### config.mk
export PLATFORM = sky130hd
export DESIGN_NAME = dma_axi_rd_stream
export DESIGN_NICKNAME = d
export VERILOG_FILES = /design/src/rtl/dma_axi_rd_stream.sv
export SDC_FILE = /design/constraint.sdc
export NUM_CORES = 1
export LEC_CHECK = 0
export ABC_AREA = 1
export CAP_MARGIN = 10
export CORE_ASPECT_RATIO = 1.4
export CORE_MARGIN = 2
export CORE_UTILIZATION = 60
export CTS_CLUSTER_SIZE = 8
export DETAILED_ROUTE_END_ITERATION = 10
export PLACE_DENSITY_LB_ADDON = 0.12
export SLEW_MARGIN = 30
export SYNTH_ARGS = -nofsm -noshare
export SYNTH_HDL_FRONTEND = slang
export SYNTH_SLANG_ARGS = --single-unit
export TNS_END_PERCENT = 50
### constraint.sdc
create_clock -name clk -period 4.4 [get_ports clk]
set_input_delay 0.88 -clock clk [delete_from_list [all_inputs] [get_ports clk]]
set_output_delay 0.88 -clock clk [all_outputs]
set_load 0.01 [all_outputs]
### src/rtl/dma_axi_rd_stream.sv
// dma_axi_rd_stream: AXI4 read DMA that splits a word transfer into INCR bursts and streams the data out through a FWFT FIFO
//
// Ports:
//   clk, rst            clock, asynchronous active-high reset
//   start/start_addr/xfer_len  launch a transfer of xfer_len words from start_addr (0 = no-op)
//   busy/done/error     status: in progress, 1-cycle completion pulse, sticky error
//   out_valid/out_data/out_ready  read data stream
//   m_axi_ar*           AXI4 read address channel (one burst outstanding)
//   m_axi_r*            AXI4 read data channel
//
// Optional feature: define DMA_AXI_4K_BOUNDARY_EN to clip bursts at 4 KB boundaries.
module dma_axi_rd_stream #(
   parameter int ADDR_W    = 32,
   parameter int DATA_W    = 32,
   parameter int LEN_W     = 16,
   parameter int MAX_BURST = 16,
   parameter int FIFO_AW   = 5,
   parameter int ID_W      = 1
) (
   input  logic              clk,
   input  logic              rst,
   input  logic              start,
   input  logic [ADDR_W-1:0] start_addr,
   input  logic [LEN_W-1:0]  xfer_len,
   output logic              busy,
   output logic              done,
   output logic              error,
   output logic              out_valid,
   output logic [DATA_W-1:0] out_data,
   input  logic              out_ready,
   output logic [ID_W-1:0]   m_axi_arid,
   output logic [ADDR_W-1:0] m_axi_araddr,
   output logic [7:0]        m_axi_arlen,
   output logic [2:0]        m_axi_arsize,
   output logic [1:0]        m_axi_arburst,
   output logic              m_axi_arlock,
   output logic [3:0]        m_axi_arcache,
   output logic [2:0]        m_axi_arprot,
   output logic [3:0]        m_axi_arqos,
   output logic              m_axi_arvalid,
   input  logic              m_axi_arready,
   input  logic [ID_W-1:0]   m_axi_rid,
   input  logic [DATA_W-1:0] m_axi_rdata,
   input  logic [1:0]        m_axi_rresp,
   input  logic              m_axi_rlast,
   input  logic              m_axi_rvalid,
   output logic              m_axi_rready
);
   localparam int SZ    = $clog2(DATA_W / 8);
   localparam int BL_W  = $clog2(MAX_BURST) + 1;
   localparam int FW    = FIFO_AW + 1;
   localparam int DEPTH = 1 << FIFO_AW;

   typedef enum logic [2:0] {S_IDLE, S_CALC, S_ADDR, S_DATA, S_DRAIN} state_t;

   state_t            r_state, w_next;
   logic [ADDR_W-1:0] r_addr, r_araddr;
   logic [LEN_W-1:0]  r_rem;
   logic [BL_W-1:0]   r_blen, r_beat, w_cap, w_blen;
   logic [7:0]        r_arlen;
   logic              r_done, r_err;
   logic [DATA_W-1:0] r_mem [DEPTH];
   logic [FIFO_AW-1:0] r_wp, r_rp;
   logic [FW-1:0]     r_cnt, w_free;
   logic              w_beat, w_last, w_pop, w_room, w_unused;

   assign w_unused = ^m_axi_rid;

   assign w_cap = (r_rem > LEN_W'(MAX_BURST)) ? BL_W'(MAX_BURST) : BL_W'(r_rem);
`ifdef DMA_AXI_4K_BOUNDARY_EN
   logic [12:0] w_b2b;
   // words left before the next 4 KB page; always >= 1 for aligned addresses
   assign w_b2b  = (13'd4096 - {1'b0, r_addr[11:0]}) >> SZ;
   assign w_blen = (13'(w_cap) > w_b2b) ? BL_W'(w_b2b) : w_cap;
`else
   assign w_blen = w_cap;
`endif

   // a burst is only issued once the FIFO can absorb all of it, so rready never stalls
   assign w_free = FW'(DEPTH) - r_cnt;
   assign w_room = w_free >= FW'(w_blen);
   assign w_beat = (r_state == S_DATA) && m_axi_rvalid;
   assign w_last = r_beat == r_blen - 1'b1;
   assign w_pop  = out_valid && out_ready;

   always_comb begin
      w_next = r_state;
      case (r_state)
         S_IDLE:  w_next = (start && xfer_len != '0) ? S_CALC : S_IDLE;
         S_CALC:  w_next = w_room ? S_ADDR : S_CALC;
         S_ADDR:  w_next = m_axi_arready ? S_DATA : S_ADDR;
         S_DATA:  w_next = !(w_beat && w_last) ? S_DATA : (r_rem == LEN_W'(r_blen)) ? S_DRAIN : S_CALC;
         S_DRAIN: w_next = (r_cnt == '0) ? S_IDLE : S_DRAIN;
         default: w_next = S_IDLE;
      endcase
   end

   always_ff @(posedge clk or posedge rst) begin
      if (rst) r_state <= S_IDLE;
      else     r_state <= w_next;
   end

   always_ff @(posedge clk or posedge rst) begin
      if (rst) begin
         r_addr   <= '0;
         r_rem    <= '0;
         r_blen   <= '0;
         r_beat   <= '0;
         r_araddr <= '0;
         r_arlen  <= '0;
         r_done   <= 1'b0;
         r_err    <= 1'b0;
      end else begin
         r_done <= (r_state == S_IDLE && start && xfer_len == '0) || (r_state == S_DRAIN && r_cnt == '0);
         if (r_state == S_IDLE && start) begin
            r_err  <= 1'b0;
            r_addr <= start_addr;
            r_rem  <= xfer_len;
         end
         if (r_state == S_CALC && w_room) begin
            r_blen   <= w_blen;
            r_beat   <= '0;
            r_araddr <= r_addr;
            r_arlen  <= 8'(w_blen - 1'b1);
         end
         if (w_beat) begin
            r_beat <= r_beat + 1'b1;
            // bad response or rlast out of step with our own beat count; data is kept either way
            if (m_axi_rresp != 2'b00 || m_axi_rlast != w_last) r_err <= 1'b1;
            if (w_last) begin
               r_addr <= r_addr + (ADDR_W'(r_blen) << SZ);
               r_rem  <= r_rem - LEN_W'(r_blen);
            end
         end
      end
   end

   always_ff @(posedge clk) begin
      if (w_beat) r_mem[r_wp] <= m_axi_rdata;
   end

   always_ff @(posedge clk or posedge rst) begin
      if (rst) begin
         r_wp  <= '0;
         r_rp  <= '0;
         r_cnt <= '0;
      end else begin
         r_wp  <= r_wp + FIFO_AW'(w_beat);
         r_rp  <= r_rp + FIFO_AW'(w_pop);
         r_cnt <= r_cnt + FW'(w_beat) - FW'(w_pop);
      end
   end

   assign busy          = r_state != S_IDLE;
   assign done          = r_done;
   assign error         = r_err;
   assign out_valid     = r_cnt != '0;
   assign out_data      = r_mem[r_rp];
   assign m_axi_arid    = '0;
   assign m_axi_araddr  = r_araddr;
   assign m_axi_arlen   = r_arlen;
   assign m_axi_arsize  = 3'(SZ);
   assign m_axi_arburst = 2'b01;
   assign m_axi_arlock  = 1'b0;
   assign m_axi_arcache = 4'b0011;
   assign m_axi_arprot  = 3'b000;
   assign m_axi_arqos   = 4'b0000;
   assign m_axi_arvalid = r_state == S_ADDR;
   assign m_axi_rready  = r_state == S_DATA;
endmodule
==> flow_metrics.py, run 1 <==
metrics = {
    "detailed_routing": {
        "met1Wirelength_um": 45700,
        "drcViolationCount": 0,
        "drt_iter0_markers": 3136,
        "vias": 32350,
        "highest-signal-layer": "met5",
        "ant_nets": 0,
        "wl_per_cell_um": 23.50,
        "vias_per_cell": 6.007,
        "wl_met3_um": 9732,
        "finalWirelength_um": 126600,
        "wl_met2_um": 64680,
        "drt_pass1_iterations": 6,
    },
    "run": {
        "max-cap-violations": 0,
    },
    "sta": {
        "slew_violations": 0,
        "final-setup-viol-count": 0,
        "worst_slack_ps": 99.29,
        "period_share": 0.9774,
        "worst_pin_slew_ps": 835.5,
        "fin_skew_ps": 20.76,
        "finalCriticalPeriod_ps": 4301,
        "slew_headroom": 0.4430,
        "grt_setup_unrepaired": "yes",
        "tns_ps": 0,
        "hold_viol_final": 0,
        "fmax_mhz": 232.5,
    },
    "grt": {
        "grt_first_pass_wirelength_um": 187700,
        "grt_max_degree": 129,
        "grt_antenna_before_repair": 9,
        "grt_use_total": 0.3051,
        "overflow": 0,
        "grt_pass1_vias": 31490,
    },
    "layout": {
        "fillers": 5498,
        "drive_gt1_frac": 0.09148,
        "fin_nets": 4398,
        "syn2layout_area_growth_pct": 16.21,
        "instances_no_fill": 5386,
    },
    "power": {
        "seqPwrFrac": 0.357,
        "comb_power_share": 0.352,
        "p_per_area_nw_per_um2": 681.3,
        "finalPower_w": 0.03787,
        "p_int_w": 0.02424,
        "switching_share": 0.3601,
        "switching_power_w": 0.01364,
        "p_leak_nw": 20.47,
        "clkPwrFrac": 0.290,
        "vdd_drop_max_uv": 517.3,
    },
    "placement": {
        "preCtsSetupSlack_ps": 726.6,
        "port_buffers": 166,
        "dp_hpwl_um": 72980,
        "gp_congestion": 0.9013,
        "dp_cells": 5161,
    },
    "logic_synthesis": {
        "synthFlopType": "edfxtp_1",
        "yosys_register_bits": 1141,
        "syn-cell-area_um2": 47840,
        "syn_avg_cell_area_um2": 11.82,
        "synthTopCellsByArea": "edfxtp_1 (64%), nand2_1 (7.0%), dfrtp_1 (6.1%), o21ai_0 (4.1%), nor2_1 (3.8%)",
        "synth_top_family_by_area": "simple AND/OR/NAND/NOR gates",
        "synthXorXnorAreaFrac": 0.006957,
        "synth-adder-area-share": 0.009886,
        "ys_warn_count": 0,
        "synth.area.mux_share": 0.02699,
        "synth_edf_count": 1024,
        "synth_compound_area_frac": 0.08534,
        "syn-instance-count": 4049,
        "yosys.area.top_type_share": 0.6427,
        "yosysSeqAreaShare": 0.7039,
        "synth-simple-area-share": 0.1289,
        "post_synth_num_cell_types": 48,
        "synth_largest_area_cell": "edfxtp_1",
        "async_reset_ff_frac": 0.1025,
    },
    "worst_setup_path": {
        "end_kind": "output pin",
        "cp_max_fo": 48,
        "startpoint_type": "flip-flop",
        "worstPathRequired_ps": 3520,
        "cp_data_arrival_time_ps": 3420,
        "critPathKind": "flip-flop to output pin",
    },
    "clock_network": {
        "cts_max_level": 4,
        "cts_tree": "built",
        "clockRootBuffer": "clkbuf_16",
        "cts_buffer_depth": 3,
        "cts_buffers": 160,
        "cts_sinks": 1141,
        "clock_latency_ps": 730,
        "clk_pin_slew_ps": 50,
    },
    "floorplan": {
        "fp.dieW_um": 242.7,
        "core_area_um2": 79070,
        "num_rows": 122,
        "die_h_um": 338.1,
        "die_area_um2": 82040,
        "pin_count": 186,
        "initial_utilization": 0.6050,
    },
    "outcome": {
        "status": "complete, no violations",
    },
    "worst_hold_path": {
        "holdCritPathClass": "flip-flop to flip-flop",
    },
}
-- power groups by stage --
stage | logic (W) | clock network [W] | registers [W]
finish | 0.0133 | 0.0110 | 0.0135
global route | 0.0145 | 0.0115 | 0.0136
CTS | 0.0132 | 0.0111 | 0.0135
detailed placement | 0.0130 | 0 | 0.0137
global placement | 0.0128 | 0 | 0.0137
floorplan | 0.00821 | 0 | 0.0135
-- metal layers --
metal / vias up / GRT usage
met2: 1575 / 0.5303
met5: - / 0
met1: 15720 / 0.3640
met4: 8 / 0.1571
met3: 373 / 0.05557
li1: 14670 / -
-- placed cells by master (no fill, tap or decap), types with 9 or more instances in the layout --
cell             count
edfxtp_1          1024
nand2_1            883
nor2_1             447
o21ai_0            390
clkbuf_16          170
nand3_1            140
a21oi_1            140
clkdlybuf4s50_1    134
o22ai_1            130
mux2i_1            129
inv_1              115
dfrtp_1            113
o21ai_1            103
buf_4               74
clkbuf_1            46
nor2_4              34
ha_1                33
buf_12              33
buf_2               32
xor2_1              29
conb_1              18
nand4_1             16
nor3_1              13
inv_2               10
xnor2_1              9
-- synthesized netlist by cell type, types with 5 or more instances --
cell / number
edfxtp_1: 1024
nand2_1: 886
nor2_1: 479
o21ai_0: 390
a21oi_1: 140
nand3_1: 140
o22ai_1: 130
mux2i_1: 129
inv_1: 118
dfrtp_1: 117
o21ai_1: 103
clkbuf_1: 96
buf_2: 72
buf_4: 36
ha_1: 33
xor2_1: 29
buf_6: 23
nand4_1: 16
nor3_1: 13
inv_2: 9
xnor2_1: 9
nor2_2: 8
buf_1: 7
o211ai_1: 5
-- through the flow --
stage	area, µm²	hold slack, ps	util
after global placement	51190	463.2	0.6474
final	55590	472.7	0.7031
after global routing	55590	505.4	0.7031
after CTS	55570	478.3	0.7028
after floorplan	47900	501.0	-
after detailed placement	51130	463.9	0.6466
-- sequential cells by signal (all words and copies together), names as in the netlist --
signal,count
r_mem,1024
r_rp,5
r_state,3
r_cnt,6
r_beat,5
r_blen,5
r_rem,16
r_addr,32
r_wp,5
m_axi_arlen,6
done,1
m_axi_araddr,32
error,1
-- critical path: stages, from the launching register on --
cell and delay [ps]:
dfrtp_4 600, inv_4 130, nand2_4 190, buf_12 310, buf_4 220, o21ai_0 210, nor2_1 70, nand2_1 80
nand3_1 120, nand2_1 160, clkdlybuf4s50_1 560
-- kinds of logic (layout without fill, tap and decap cells) --
group	after synthesis	in the layout
xor+xnor	38	38
simple gates	1558	1558
flops	1141	1141
buf+inv	369	633
compound gates	776	776
fa+ha+maj	36	36
mux	129	129
other cells	2	21
-- final timing paths --
path | start | endpoint | slack [ps] | depth (start not counted)
max | r_rp[1] | out_data[8] | 100 | 10
min in group asynchronous | rst | m_axi_araddr[15] | 670 | 2
min | m_axi_arlen[2] | m_axi_arlen[2] | 470 | 2
min reg2reg | m_axi_arlen[2] | m_axi_arlen[2] | 470 | 2
max in group asynchronous | rst | r_cnt[4] | 3020 | 3
max reg2reg | r_rem[8] | m_axi_arlen[4] | 1440 | 16
-- what timing repair did --
action	in CTS	in global routing
setup endpoints to repair	6	10
gates resized for setup	4	7
hold endpoints to repair	0	0
cloned	0	2
hold buffers	0	0
setup buffers	0	1
-- layout make-up --
class / count / area [µm²] / area share
tap: 1054 / 1319 / 0.02372
antenna: 3 / 7.507 / 0.0001350
clock inverter: 5 / 47.55 / 0.0008552
sequential: 1141 / 33690 / 0.6060
timing repair buffer: 284 / 2950 / 0.05307
multi-input combinational: 2555 / 12670 / 0.2280
clock buffer: 214 / 4377 / 0.07873
inverter: 130 / 529.3 / 0.009520
Note: power is estimated with default switching activity, not from simulation.
==> run 2, diff against run 1 <==
--- a/config.mk
+++ b/config.mk
@@ -12,6 +12,7 @@
 export CORE_UTILIZATION = 60
 export CTS_CLUSTER_SIZE = 8
 export DETAILED_ROUTE_END_ITERATION = 10
+export GPL_TIMING_DRIVEN = 0
 export PLACE_DENSITY_LB_ADDON = 0.12
 export SLEW_MARGIN = 30
 export SYNTH_ARGS = -nofsm -noshare
==> run 2 against run 1 <==
Effect of this change: critical path type unchanged; critical endpoint is now out_data[0]; highest routed layer is now met4; global-route usage rose by 3.3 points; routed wire length rose by 10%; combinational power increased by 13%; count of clock-buffer cells in the layout decreased by 11; first-iteration DRC count increased by 5.0%; fmax shrank 2.9%; cell count is 2.8% higher; sequential cell count is the same; power grew 4.4%; die area unchanged; the flow now finishes with violations (negative setup slack); clock skew is 9.5 ps higher.
==> flow_metrics.py, run 2 (synthesized netlist as in run 1, its figures left out) <==
metrics = {
    "clock_network": {
        "clock_latency_ps": 760,
        "cts_max_level": 4,
        "cts_sinks": 1141,
        "cts_buffers": 160,
        "cts_tree": "built",
        "cts_buffer_depth": 3,
        "clockRootBuffer": "clkbuf_16",
        "clk_pin_slew_ps": 50,
    },
    "detailed_routing": {
        "finalWirelength_um": 139200,
        "vias_per_cell": 6.037,
        "ant_nets": 0,
        "drt_pass1_iterations": 8,
        "vias": 33430,
        "drcViolationCount": 0,
        "drt_iter0_markers": 3294,
        "wl_per_cell_um": 25.14,
    },
    "worst_setup_path": {
        "cp_common_cell": "nand2_1",
        "crit_family": "buffers and inverters",
        "cp_data_arrival_time_ps": 3550,
        "path_cells": "clkbuf_2 -> clkbuf_1 -> o21ai_1 -> nor2_1 -> nand2_1 -> nand3_1 -> nand2_1 -> clkdlybuf4s50_1",
        "critical-path-slowest-cell": "dfrtp_1",
        "crit_path_max_incr_delay_ps": 610,
        "cp_num_buf_inv": 3,
        "reg2reg_slack_ps": 1000,
        "cp_max_fo": 10,
        "critical_path.startpoint": "r_rp[3]",
        "critPathKind": "flip-flop to output pin",
        "r2r-start": "r_rem[8]",
        "end_kind": "output pin",
        "worstPathRequired_ps": 3520,
        "startpoint_type": "flip-flop",
        "reg2reg_depth": 14,
        "r2r_end": "m_axi_araddr[29]",
    },
    "layout": {
        "syn2layout_area_growth_pct": 18.42,
        "largest_reg_flops": 1024,
        "drive_gt1_frac": 0.1131,
        "fillers": 5384,
        "instances_no_fill": 5538,
        "regMostFlops": "r_mem",
        "fin_nets": 4556,
        "final_cell_mix": "edfxtp_1 (1024), nand2_1 (874), nor2_1 (446), o21ai_0 (390), clkbuf_16 (165)",
        "layout_commonest_cell": "edfxtp_1",
        "regArea_um2": 33680,
        "multiInputGateArea_um2": 12680,
    },
    "sta": {
        "worst_slack_ps": -27.25,
        "worst_pin_slew_ps": 961.8,
        "slew_headroom": 0.3570,
        "tns_ps": -38.83,
        "grt_setup_unrepaired": "yes",
        "fmax_mhz": 225.9,
        "fin_skew_ps": 30.29,
        "final-setup-viol-count": 3,
        "slew_violations": 0,
        "period_share": 1.006,
        "hold_slack_ps": 482.7,
        "hold_viol_final": 0,
        "finalCriticalPeriod_ps": 4427,
    },
    "floorplan": {
        "core_area_um2": 79070,
        "initial_utilization": 0.6050,
        "die_area_um2": 82040,
        "num_rows": 122,
        "pin_count": 186,
        "die_h_um": 338.1,
        "fp.dieW_um": 242.7,
    },
    "grt": {
        "grt_antenna_before_repair": 2,
        "grt_pass1_vias": 33590,
        "overflow": 0,
        "grt_use_total": 0.3383,
        "grt_max_degree": 74,
        "grt_first_pass_wirelength_um": 202500,
    },
    "power": {
        "vdd_drop_max_uv": 515.8,
        "p_leak_nw": 21.02,
        "p_per_area_nw_per_um2": 697.7,
    },
    "run": {
        "max-cap-violations": 0,
    },
    "outcome": {
        "status": "complete, but fails checks",
        "violations": "negative setup slack",
    },
    "worst_hold_path": {
        "hold_path_depth": 2,
        "worstHoldStart": "m_axi_araddr[6]",
        "holdCritPathClass": "flip-flop to flip-flop",
        "hold_end": "m_axi_araddr[6]",
    },
    "placement": {
        "gp_congestion": 0.9811,
        "dp_hpwl_um": 94300,
        "port_buffers": 166,
        "dp_cells": 5322,
    },
}
[run 2: cell count changes in the layout (fill, tap and decap cells not counted), moves of 22 or more]
cell / before / now
clkbuf_1: 46 / 85
clkbuf_2: 0 / 51
buf_16: 5 / 36
buf_6: 4 / 26
buf_4: 74 / 50
buf_2: 32 / 70
buf_12: 33 / 3
[run 2: where the power goes]
group / total, W / internal, W / switching, W / leakage, nW
Combinational: 0.0150 / 0.00486 / 0.0102 / 8.24
Sequential: 0.0134 / 0.0128 / 0.000609 / 10.6
Clock: 0.0111 / 0.00669 / 0.00438 / 2.15
Total: 0.0395 / 0.0244 / 0.0151 / 21.0
[run 2: timing repair]
item	4_1_cts	5_1_grt
pin swaps	0	4
gates resized for setup	51	91
hold buffers	0	0
setup buffers	0	0
endpoints found under the setup margin	32	32
[run 2: per-stage QoR]
stage | util | cell area, µm² | setup slack [ps] | power [W]
final | 0.7165 | 56650 | -27.25 | 0.03953
after detailed placement | 0.6574 | 51980 | 452.1 | 0.02799
after CTS | 0.7146 | 56510 | -76.16 | 0.03912
after floorplan | - | 47900 | 419.2 | 0.02174
after global placement | 0.6435 | 50880 | -1558 | 0.02753
after global routing | 0.7165 | 56650 | -43.48 | 0.04110
[run 2: routing by layer]
layer / vias to the layer above / share of wire / track usage
met5: - / 0 / 0
met4: 0 / 0.062 / 0.2140
met3: 449 / 0.088 / 0.06501
met2: 1934 / 0.52 / 0.5953
met1: 16050 / 0.33 / 0.3770
li1: 15000 / - / -
[run 2: area by class of cell]
class / count / area share
tap: 1054 / 0.02328
inverter: 130 / 0.008878
timing repair buffer: 203 / 0.04435
clock buffer: 203 / 0.07540
multi-input combinational: 2555 / 0.2239
buffer: 239 / 0.02705
antenna: 2 / 0.00008834
sequential: 1141 / 0.5944
clock inverter: 11 / 0.002606
[run 2: worst max path at each step]
stage / depth (start not counted) / end / slack (ps)
after floorplan: 1 / done / 420
after global placement: 2 / r_cnt[5] / -1560
after detailed placement: 9 / out_data[19] / 450
after CTS: 11 / out_data[19] / -80
after global routing: 10 / out_data[23] / -40
final: 8 / out_data[0] / -30
[run 2: worst reg2reg max path: stages (launching register included)]
cell and delay [ps]:
dfrtp_1 450, nor2_2 150, nand2_1 80, nor2_2 220
nand3_1 200, inv_1 230, nand2_1 100, ha_1 320
a21oi_1 130, nor2_1 70, nor2_2 120, nand3_2 100
nand2_2 250, clkbuf_1 630, o21ai_0 190
